<file path="src/rtl/mac_sequencer.sv">
// Layer controller: drains paired activation/weight buffers into a shared MAC unit and writes one result per neuron.
// Optional `MAC_SEQUENCER_RELU_EN applies ReLU to the value written to the output buffer.
module mac_sequencer #(
    parameter int NUM_INPUTS  = 16,
    parameter int NUM_NEURONS = 8,
    parameter int MAC_LATENCY = 2
) (
    input  logic                           clk,
    input  logic                           reset_n,
    input  logic                           start,
    input  logic                           in_buf_empty,
    input  logic [31:0]                    in_buf_read_data,
    output logic                           in_buf_read_enable,
    input  logic                           wt_buf_empty,
    input  logic [31:0]                    wt_buf_read_data,
    output logic                           wt_buf_read_enable,
    output logic                           mac_valid,
    output logic                           mac_first,
    output logic                           mac_last,
    output logic [31:0]                    mac_a,
    output logic [31:0]                    mac_b,
    input  logic [31:0]                    mac_result,
    input  logic                           out_buf_full,
    output logic                           out_buf_write_enable,
    output logic [31:0]                    out_buf_write_data,
    output logic                           busy,
    output logic                           done,
    output logic [$clog2(NUM_NEURONS):0]   neuron_idx
);

    localparam int BW = $clog2(NUM_INPUTS) + 1;
    localparam int DW = $clog2(MAC_LATENCY) + 1;
    localparam int NW = $clog2(NUM_NEURONS) + 1;

    typedef enum logic [2:0] {
        S_IDLE,
        S_FETCH,
        S_DRAIN,
        S_WRITE,
        S_DONE
    } state_t;

    state_t          state_q, state_d;
    logic [BW-1:0]   beat_cnt_q, beat_cnt_d;
    logic [DW-1:0]   drain_cnt_q, drain_cnt_d;
    logic [NW-1:0]   neuron_idx_q, neuron_idx_d;

    logic            fire;
    logic            last_beat;
    logic            last_neuron;
    logic            wr_fire;
    logic [31:0]     result_data;

    // Both buffers pop together; a lone non-empty buffer never advances the dot product.
    assign fire        = (state_q == S_FETCH) && !in_buf_empty && !wt_buf_empty;
    assign last_beat   = (beat_cnt_q == BW'(NUM_INPUTS - 1));
    assign last_neuron = (neuron_idx_q == NW'(NUM_NEURONS - 1));
    assign wr_fire     = (state_q == S_WRITE) && !out_buf_full;

`ifdef MAC_SEQUENCER_RELU_EN
    assign result_data = mac_result[31] ? 32'd0 : mac_result;
`else
    assign result_data = mac_result;
`endif

    // NOTE: state registers use non-blocking assignments so every flop samples pre-edge values.
    always_ff @(posedge clk or negedge reset_n) begin
        if (!reset_n) begin
            state_q      <= S_IDLE;
            beat_cnt_q   <= '0;
            drain_cnt_q  <= '0;
            neuron_idx_q <= '0;
        end else begin
            state_q      <= state_d;
            beat_cnt_q   <= beat_cnt_d;
            drain_cnt_q  <= drain_cnt_d;
            neuron_idx_q <= neuron_idx_d;
        end
    end

    // NOTE: every combinational output gets a default first, so no path can infer a latch.
    always_comb begin
        state_d      = state_q;
        beat_cnt_d   = beat_cnt_q;
        drain_cnt_d  = drain_cnt_q;
        neuron_idx_d = neuron_idx_q;
        unique case (state_q)
            S_IDLE: begin
                if (start) begin
                    state_d      = S_FETCH;
                    beat_cnt_d   = '0;
                    neuron_idx_d = '0;
                end
            end
            S_FETCH: begin
                if (fire) begin
                    if (last_beat) begin
                        beat_cnt_d  = '0;
                        drain_cnt_d = '0;
                        state_d     = S_DRAIN;
                    end else begin
                        beat_cnt_d = beat_cnt_q + 1'b1;
                    end
                end
            end
            S_DRAIN: begin
                drain_cnt_d = drain_cnt_q + 1'b1;
                if (drain_cnt_q == DW'(MAC_LATENCY - 1)) begin
                    state_d = S_WRITE;
                end
            end
            S_WRITE: begin
                if (wr_fire) begin
                    if (last_neuron) begin
                        state_d = S_DONE;
                    end else begin
                        neuron_idx_d = neuron_idx_q + 1'b1;
                        state_d      = S_FETCH;
                    end
                end
            end
            S_DONE:  state_d = S_IDLE;
            default: state_d = S_IDLE;
        endcase
    end

    always_comb begin
        in_buf_read_enable   = 1'b0;
        wt_buf_read_enable   = 1'b0;
        mac_valid            = 1'b0;
        mac_first            = 1'b0;
        mac_last             = 1'b0;
        mac_a                = '0;
        mac_b                = '0;
        out_buf_write_enable = 1'b0;
        out_buf_write_data   = '0;
        done                 = 1'b0;
        unique case (state_q)
            S_FETCH: begin
                in_buf_read_enable = fire;
                wt_buf_read_enable = fire;
                mac_valid          = fire;
                mac_first          = fire && (beat_cnt_q == '0);
                mac_last           = fire && last_beat;
                if (fire) begin
                    mac_a = in_buf_read_data;
                    mac_b = wt_buf_read_data;
                end
            end
            S_WRITE: begin
                out_buf_write_enable = !out_buf_full;
                out_buf_write_data   = result_data;
            end
            S_DONE:  done = 1'b1;
            default: ;
        endcase
    end

    assign busy       = (state_q != S_IDLE);
    assign neuron_idx = neuron_idx_q;

endmodule

</file>
<file path="config.mk">
export PLATFORM = sky130hd
export DESIGN_NAME = mac_sequencer
export DESIGN_NICKNAME = d
export VERILOG_FILES = /design/src/rtl/mac_sequencer.sv
export SDC_FILE = /design/constraint.sdc
export NUM_CORES = 1
export LEC_CHECK = 0
export BUFFER_PORTS_ARGS = -buffer_cell sky130_fd_sc_hd__buf_2
export CORE_AREA = 2 2 81 83
export CTS_CLUSTER_SIZE = 10
export DETAILED_ROUTE_END_ITERATION = 7
export DIE_AREA = 0 0 83 85
export GPL_ROUTABILITY_DRIVEN = 0
export PLACE_DENSITY_LB_ADDON = 0.15
export SYNTH_ARGS = -nofsm -noshare
export SYNTH_HDL_FRONTEND = slang
export SYNTH_SLANG_ARGS = --single-unit
</file>
<file path="constraint.sdc">
create_clock -name clk -period 1.8 [get_ports clk]
set_input_delay 0.27 -clock clk [delete_from_list [all_inputs] [get_ports clk]]
set_output_delay 0.27 -clock clk [all_outputs]
set_load 0.02 [all_outputs]
</file>
==> run summary <==
clock power share -> 7.9%
DIE AREA -> 7060 um2
# fillers -> 542
critical path endpoint category -> output port
Die W -> 83 um
Slew @ Worst Pin -> 0.338 ns
Initial DRC Count -> 86
setup TNS -> -0.391 ns
DRC violations left -> 0
vias in the first global route -> 2,175
failing checks -> negative setup slack
Wirelength per Cell -> 17.5 um
# setup viols final -> 38
Post-layout nets -> 535
startpoint types -> register
Synth-to-Final Area Change -> 146%
site row count -> 29
Yosys cell types -> 40
Switching Share -> 43.1%
Design Area, Final -> 3930 um2
Overflow after GRT -> 0
Placed Cells -> 482
RSZ-0062 raised after global routing -> yes
CTS buffer count -> 3
#FFs+latches synth -> 14
first-pass GRT wire length -> 11,200 um
DP HPWL -> 5690 um
largest net degree at the start of global routing -> 63
fin. max-slew vios -> 0
Tcrit/Tclk final -> 102%
CTS sink cnt -> 14
H-tree depth -> 1
Worst Hold Class -> in -> reg
slew margin rel. -> 77.5%
sequential fraction of the synthesis area -> 21.9%
synthesized area per cell -> 7.60 um2
GRT Total Usage -> 19.6%
syn nets -> 316
CP Max Fanout -> 8
layout cell share with drive strength beyond 1 -> 72.2%
Total Wirelength -> 8820 um
Antenna Cells -> 0
First-pass DRT Iterations -> 4
Tot Pwr -> 3.94 mW
Layout Skew -> 0.00491 ns
FMAX -> 0.547 GHz
hold depth -> 2
Clk pin slew, worst setup/hold paths -> 0.06 ns
most common cell after layout, fill and taps aside -> buf_2
die height -> 85 um
Setup CP Type -> reg -> out
Warnings, synthesis -> 0
FF-to-FF path depth -> 5
final std cells w/o fill -> 505
Seq pwr share -> 13.8%
Critical Path AT -> 1.56 ns
DP Area -> 2750 um2
clock buffer depth -> 2
number of max-cap violations -> 0
register area -> 350 um2
vias -> 2,487
Net Switching -> 1.70 mW
most frequent cells in the layout -> buf_2 (112), buf_6 (90), and3_4 (48)
area of the core -> 6200 um2
status -> finished, violations left
synthesized area -> 1600 um2
combinational share of power -> 78.3%
Power Internal -> 2.24 mW
IO Pins -> 210
initial antenna violation count -> 0
IO buf count -> 209
Final WS setup -> -0.0295 ns
Final min period -> 1.83 ns
CTS tree -> built
power density over the cells -> 1000 nW/um2
Multi-input gate area -> 1400 um2
worst vdd ir -> 0.569 mV
Initial Utilization -> 25.7%
Root Driver -> clkbuf_8
antenna viol nets, final -> 0
final hold violations -> 0
critical path required time -> 1.53 ns
Syn Inst Count -> 210
Via density -> 4.92
LEAKAGE -> 2.06 nW
worst-skew pair later-pin latency -> 0.25 ns
-- logic make-up (layout without fill, tap and decap cells) --
logic type | Yosys count | count (layout) | share of synthesized area, %
compound gates | 18 | 18 | 8.78
fa+ha+maj | 4 | 4 | 3.13
buf+inv | 31 | 249 | 8.46
flops | 14 | 14 | 21.9
mux | 4 | 4 | 2.66
simple gates | 139 | 139 | 55.0
-- synth_stat cells --
cell,number,share of area [%]
nand2_1,5,1.2
clkbuf_2,1,0.31
and4bb_2,1,0.78
nor3b_2,1,0.78
or3b_1,2,1.1
a21boi_2,1,0.71
o211ai_1,4,1.9
nor3_1,3,0.94
nand3_1,3,0.94
or3_1,2,0.78
nand3b_1,2,0.94
nand4b_1,2,1.1
mux2_2,2,1.4
buf_4,4,1.9
inv_1,7,1.6
dfrtp_1,14,22
o21ai_1,1,0.31
nor2_1,4,0.94
a21boi_0,1,0.47
buf_2,2,0.63
a211oi_1,2,0.94
nand4_1,3,1.2
a22o_1,1,0.55
nand2_2,1,0.39
nand2b_1,1,0.39
a2bb2oi_2,1,0.94
o21ai_0,4,1.3
o32ai_1,1,0.55
mux2i_1,2,1.3
o311ai_1,1,0.55
and4_1,1,0.55
and2_1,35,14
nor3b_1,3,1.4
nor2b_1,2,0.78
and3b_1,3,1.6
inv_2,1,0.23
and3_1,65,25
a221o_1,1,0.63
ha_1,4,3.1
clkbuf_1,16,3.8
-- registers in the layout, summed over array words and instances (netlist names) --
register and flops:
beat_cnt_q 5, neuron_idx 4, state_q 3, drain_cnt_q 2
-- worst max-delay path, stage by stage, from the launching register on --
cell	delay, ns
dfrtp_1	0.41
nor3b_4	0.24
buf_6	0.18
clkbuf_16	0.16
and3_1	0.19
buf_6	0.13
-- what timing repair did --
| item | CTS | global route |
|---|---|---|
| resized for setup | 44 | 207 |
| gates cloned | 1 | 7 |
| pin swaps | 1 | 48 |
| buffers inserted | 4 | 6 |
| endpoints found under the setup margin | 61 | 98 |
| hold buffers | 1 | 0 |
| endpoints found under the hold margin | 14 | 0 |
-- final cells by class --
type	count	share of cell area (%)
timing repair buffer	237	50.9
multi-input combinational	165	35.6
sequential	14	8.91
tap	77	2.45
clock buffer	4	1.40
inverter	8	0.764
-- per-stage QoR --
stage	worst slack [ns]	hold slack [ns]	utilization, %
floorplan	0.140	-0.0256	-
global placement	0.202	0.195	44.4
detailed placement	0.178	0.201	44.4
CTS	-0.0358	0.217	48.1
global route	-0.0874	0.219	63.3
finish	-0.0295	0.220	63.3
-- power groups by stage --
stage	sequential, mW	clock, mW	combinational [mW]
3_5_place_dp	0.551	0	1.91
2_1_floorplan	0.573	0	1.20
4_1_cts	0.544	0.322	2.16
6_report	0.544	0.310	3.08
3_3_place_gp	0.547	0	1.90
5_1_grt	0.564	0.340	3.26
-- final timing paths --
check / end / start / slack, ns
max in group asynchronous: beat_cnt_q[0]$_DFFE_PN0P_ / reset_n / 1.09
max: mac_b[13] / state_q[2]$_DFFE_PN0P_ / -0.03
min in group asynchronous: state_q[0]$_DFFE_PN0P_ / reset_n / 0.46
min reg2reg: drain_cnt_q[1]$_DFFE_PN0P_ / drain_cnt_q[1]$_DFFE_PN0P_ / 0.53
max reg2reg: neuron_idx[2]$_DFFE_PN0P_ / state_q[2]$_DFFE_PN0P_ / 0.20
min: state_q[2]$_DFFE_PN0P_ / out_buf_full / 0.22
-- metal layers --
| layer | part of all wire [%] | track usage (%) | up-vias |
|---|---|---|---|
| met4 | 1.1 | 2.53 | 0 |
| met2 | 51 | 34.5 | 140 |
| met3 | 6.3 | 4.38 | 6 |
| met5 | 0 | 0 | - |
| li1 | - | - | 1181 |
| met1 | 42 | 25.4 | 1160 |
Note: power is estimated with default switching activity, not from simulation.
